[src/rtl/alu_result_skid.sv]
// Two-entry skid buffer between the 20-bit ALU word units and writeback.
// Also holds the architectural Z flag, which is updated when a flag-writing result retires.
module alu_result_skid #(
  parameter int WIDTH = 20,
  parameter int DEPTH = 2
) (
  input  logic             clk,
  input  logic             rst_n,
  input  logic             in_valid,
  output logic             in_ready,
  input  logic [WIDTH-1:0] in_c,
  input  logic             in_zero,
  input  logic             in_wr_flags,
  input  logic             flush,
  output logic             out_valid,
  input  logic             out_ready,
  output logic [WIDTH-1:0] out_c,
  output logic             out_zero,
  output logic             out_wr_flags,
  output logic             flag_z,
  output logic [1:0]       count
);

  typedef enum logic [1:0] {
    EMPTY = 2'd0,
    ONE   = 2'd1,
    TWO   = 2'd2
  } state_t;

  localparam logic [1:0] FULL = 2'(DEPTH);

  state_t           state;
  logic [WIDTH-1:0] tail_c;
  logic             tail_zero;
  logic             tail_wr_flags;
  logic             in_xfer;
  logic             out_xfer;

  // Occupancy is the state itself, so in_ready never depends on out_ready.
  assign count     = state;
  assign in_ready  = (count != FULL);
  assign out_valid = (state != EMPTY);
  assign in_xfer   = in_valid & in_ready;
  assign out_xfer  = out_valid & out_ready;

  always_ff @(posedge clk or negedge rst_n) begin
    if (!rst_n) begin
      state         <= EMPTY;
      out_c         <= '0;
      out_zero      <= 1'b0;
      out_wr_flags  <= 1'b0;
      tail_c        <= '0;
      tail_zero     <= 1'b0;
      tail_wr_flags <= 1'b0;
      flag_z        <= 1'b0;
    end else begin
      // A retiring head updates Z even when the same edge flushes the buffer.
      if (out_xfer && out_wr_flags) begin
        flag_z <= out_zero;
      end

      if (flush) begin
        state         <= EMPTY;
        out_c         <= '0;
        out_zero      <= 1'b0;
        out_wr_flags  <= 1'b0;
        tail_c        <= '0;
        tail_zero     <= 1'b0;
        tail_wr_flags <= 1'b0;
      end else begin
        case (state)
          EMPTY: begin
            if (in_xfer) begin
              out_c        <= in_c;
              out_zero     <= in_zero;
              out_wr_flags <= in_wr_flags;
              state        <= ONE;
            end
          end
          ONE: begin
            if (in_xfer && out_xfer) begin
              out_c        <= in_c;
              out_zero     <= in_zero;
              out_wr_flags <= in_wr_flags;
            end else if (in_xfer) begin
              tail_c        <= in_c;
              tail_zero     <= in_zero;
              tail_wr_flags <= in_wr_flags;
              state         <= TWO;
            end else if (out_xfer) begin
              state <= EMPTY;
            end
          end
          TWO: begin
            if (out_xfer) begin
              out_c        <= tail_c;
              out_zero     <= tail_zero;
              out_wr_flags <= tail_wr_flags;
              state        <= ONE;
            end
          end
          default: state <= EMPTY;
        endcase
      end
    end
  end

endmodule

[config.mk]
export PLATFORM = sky130hd
export DESIGN_NAME = alu_result_skid
export DESIGN_NICKNAME = d
export VERILOG_FILES = /design/src/rtl/alu_result_skid.sv
export SDC_FILE = /design/constraint.sdc
export NUM_CORES = 1
export LEC_CHECK = 0
export ABC_AREA = 1
export ABC_CLOCK_PERIOD_IN_PS = 3200
export BUFFER_PORTS_ARGS = -buffer_cell sky130_fd_sc_hd__buf_2
export CAP_MARGIN = 20
export CORE_ASPECT_RATIO = 0.75
export CORE_MARGIN = 2
export CORE_UTILIZATION = 25
export DETAILED_ROUTE_END_ITERATION = 8
export PLACE_DENSITY = 0.48
export SLEW_MARGIN = 20
export SYNTH_ARGS = -nofsm -noshare
export SYNTH_HDL_FRONTEND = slang
export SYNTH_SLANG_ARGS = --single-unit
[constraint.sdc]
create_clock -name clk -period 3.2 [get_ports clk]
set_input_delay 0.64 -clock clk [delete_from_list [all_inputs] [get_ports clk]]
set_output_delay 0.64 -clock clk [all_outputs]
set_load 0.03 [all_outputs]
==> results by group <==
Pwr
  – Clk pwr share: 30.1%
  – PwrDens: 570 nW/um^2
  – Internal Power: 1.07 mW
  – Worst VDD drop: 194 uV
  – Comb pwr share: 26.8%
  – Psw: 575 uW
  – Switching share of power: 35.0%
  – Total power: 1.64 mW
  – Seq pwr share: 43.1%
  – Leak Pwr: 1.82 nW

Die
  – Row count: 30
  – Starting density of the core: 26.1%
  – Die width: 117 um
  – I/O Pins: 54
  – Core area: 9160 sq um
  – Die height: 88.7 um
  – Die area: 10400 sq um

CTS
  – CTS Hold Buffers Added: 0
  – Clk slew on worst S/H paths: 0.06 ns
  – TritonCTS clock tree: yes
  – Setup bufs post-CTS: 0
  – Clk_lat worst skew: 0.29 ns
  – CTS Sinks: 47
  – CTS Root Cell: clkbuf_16
  – CTS Buf Count: 5
  – Max H-tree Level: 2
  – Bufs on Longest Clock Path: 2
  – Post-CTS Resized: 0

Yosys
  – Async S/R FF share, synth: 100%
  – Synth Register Bits: 47
  – Dominant cells by area after synthesis: dfrtp_1 (49%), nand2_1 (24%), nor2_1 (7.7%), nand3_1 (7.5%), inv_1 (4.4%)
  – Synth cell count leaders: nand2_1 (156), nor2_1 (49), dfrtp_1 (47), nand3_1 (36), inv_1 (28)
  – Synth Flop Type: dfrtp_1
  – Ys Warns: 0
  – Largest area contributor in the netlist: dfrtp_1
  – Synth cell types: 15
  – Syn nets: 370
  – Post-synthesis sequential area ratio: 49.2%
  – Syn_area_per_cell: 6.97 sq um
  – Post-synth top area share: 49.2%
  – Count leader, synth: nand2_1
  – Post-synth EDFFs: 0
  – Post-synthesis cell count: 343
  – Cell Area, Synth: 2390 sq um

Outcome
  – Run status: completed

Timing
  – Worst-Margin Slew: 1.02 ns
  – Setup_tns: 0 ns
  – Unrepaired setup endpoints after global routing: no
  – Skew final: 0.00756 ns
  – Relative slew slack: 32.2%
  – Setup-failing EPs final: 0
  – Fin crit period: 1.91 ns
  – Final hold vios: 0
  – Final period util: 59.8%
  – Peak Freq: 523 MHz
  – Slew Viols, Final: 0

Layout
  – Share of cells above drive strength 1: 17.9%
  – Register area: 1180 sq um
  – P&R area growth vs syn: 20.5%
  – Non-filler cells, final: 518
  – Multi-input gate area: 1000 sq um
  – Final core occ: 31.5%
  – Nets@finish: 418
  – Fillers: 1050
  – # diodes: 0

Routing
  – Wire per inst: 11.9 um
  – Initial DRT Pass Iterations: 4
  – Drt drc: 0
  – Vias: 2124
  – Drt via density: 4.10
  – WL final: 6160 um
  – First-iteration detailed-routing DRC count: 126
  – Post-DRT Antenna Nets: 0

Min path
  – Min-Delay Path Class: primary input to asynchronous set/reset pin

Critical path
  – FF-to-FF Start: count[1]$_DFFE_PN0P_
  – CP Max Fanout: 22
  – WP data arrival: 2.13 ns
  – Crit end category: register
  – CP startpoint kind: register
  – First element of the critical path: count[1]$_DFFE_PN0P_
  – Crit path required time: 3.42 ns
  – Worst Setup Path Type: register to register

Placed design
  – Placed insts: 512
  – Final RePlAce weighted congestion: 0.815
  – Input/output buffers: 53
  – DP HPWL: 4060 um

Global route
  – Largest net degree at the start of global routing: 48
  – Overflow after GRT: 0
  – Initial antenna violation count: 0
  – First-pass GRT wire length: 10300 um
  – Number of global-route vias before repair: 2038
  – Total track usage: 12.9%

Job
  – Max-cap violations: 0
==> layout make-up <==
type | instances | share of cell area, %
clock buffers | 6 | 4.47
repair buffers | 58 | 10.5
flip-flops and latches | 47 | 40.8
inverters | 30 | 3.91
multi-input cells | 249 | 34.8
well taps | 128 | 5.56
==> placed cells by master (no fill, tap or decap) <==
cell	instances
nand2_1	156
buf_2	53
nor2_1	49
dfrtp_1	47
nand3_1	36
inv_1	28
clkbuf_16	5
buf_4	5
nand2_2	3
inv_2	2
nor3_2	1
nor2_2	1
nand4_1	1
o22ai_1	1
o21ai_0	1
clkbuf_1	1
==> final timing paths <==
check | to | slack [ns] | cells past startpoint
hold reg to reg | out_c[4]$_DFFE_PN0P_ | 0.46 | 2
max in group asynchronous | count[1]$_DFFE_PN0P_ | 2.32 | 2
setup / recovery | tail_c[2]$_DFFE_PN0P_ | 1.29 | 7
hold / removal | out_c[8]$_DFFE_PN0P_ | 0.46 | 2
setup reg to reg | tail_c[2]$_DFFE_PN0P_ | 1.29 | 7
min in group clk | out_c[4]$_DFFE_PN0P_ | 0.46 | 2
==> power groups by stage <==
stage | logic, mW | clock network [mW] | registers [mW]
6_report | 0.440 | 0.495 | 0.709
2_1_floorplan | 0.195 | 0 | 0.833
3_3_place_gp | 0.448 | 0 | 0.722
3_5_place_dp | 0.451 | 0 | 0.721
4_1_cts | 0.452 | 0.511 | 0.711
5_1_grt | 0.498 | 0.540 | 0.721
==> critical path, stage by stage (launching register included) <==
cell and delay, ns:
dfrtp_1 0.44, inv_1 0.08, nand2_1 0.09, nor3_2 0.05, buf_4 0.18, nor2_2 0.77
nand2_1 0.12, nand2_1 0.10
==> sequential cells by signal, summed over array words and instances (netlist names) <==
register and count:
out_wr_flags 1, tail_c 20, tail_zero 1, tail_wr_flags 1, flag_z 1, out_c 20, count 2, out_zero 1
==> logic make-up (layout without fill, tap and decap cells) <==
group                  count (synthesis)  count (layout)  synth area share, %
buffers and inverters                 47              94                 8.94
DFF                                   47              47                 49.2
and+or+nand+nor                      247             247                 41.4
AOI/OAI and AO/OA                      2               2                0.471
==> through the flow <==
stage,area [sq um],hold slack (ns),setup slack (ns)
4_1_cts,2880,0.470,1.26
6_report,2880,0.456,1.29
2_1_floorplan,2390,0.344,1.51
5_1_grt,2880,0.483,1.08
3_5_place_dp,2750,0.455,1.02
3_3_place_gp,2750,0.451,1.07
==> per-layer routing <==
metal | wire [um] | vias to the layer above | track usage [%]
met5 | 0 | - | 0
met4 | 61 | 0 | 3.21
met3 | 326 | 7 | 3.56
met2 | 2600 | 44 | 18.9
met1 | 3170 | 950 | 18.8
li1 | - | 1123 | -
(Power assumes the default switching activity.)
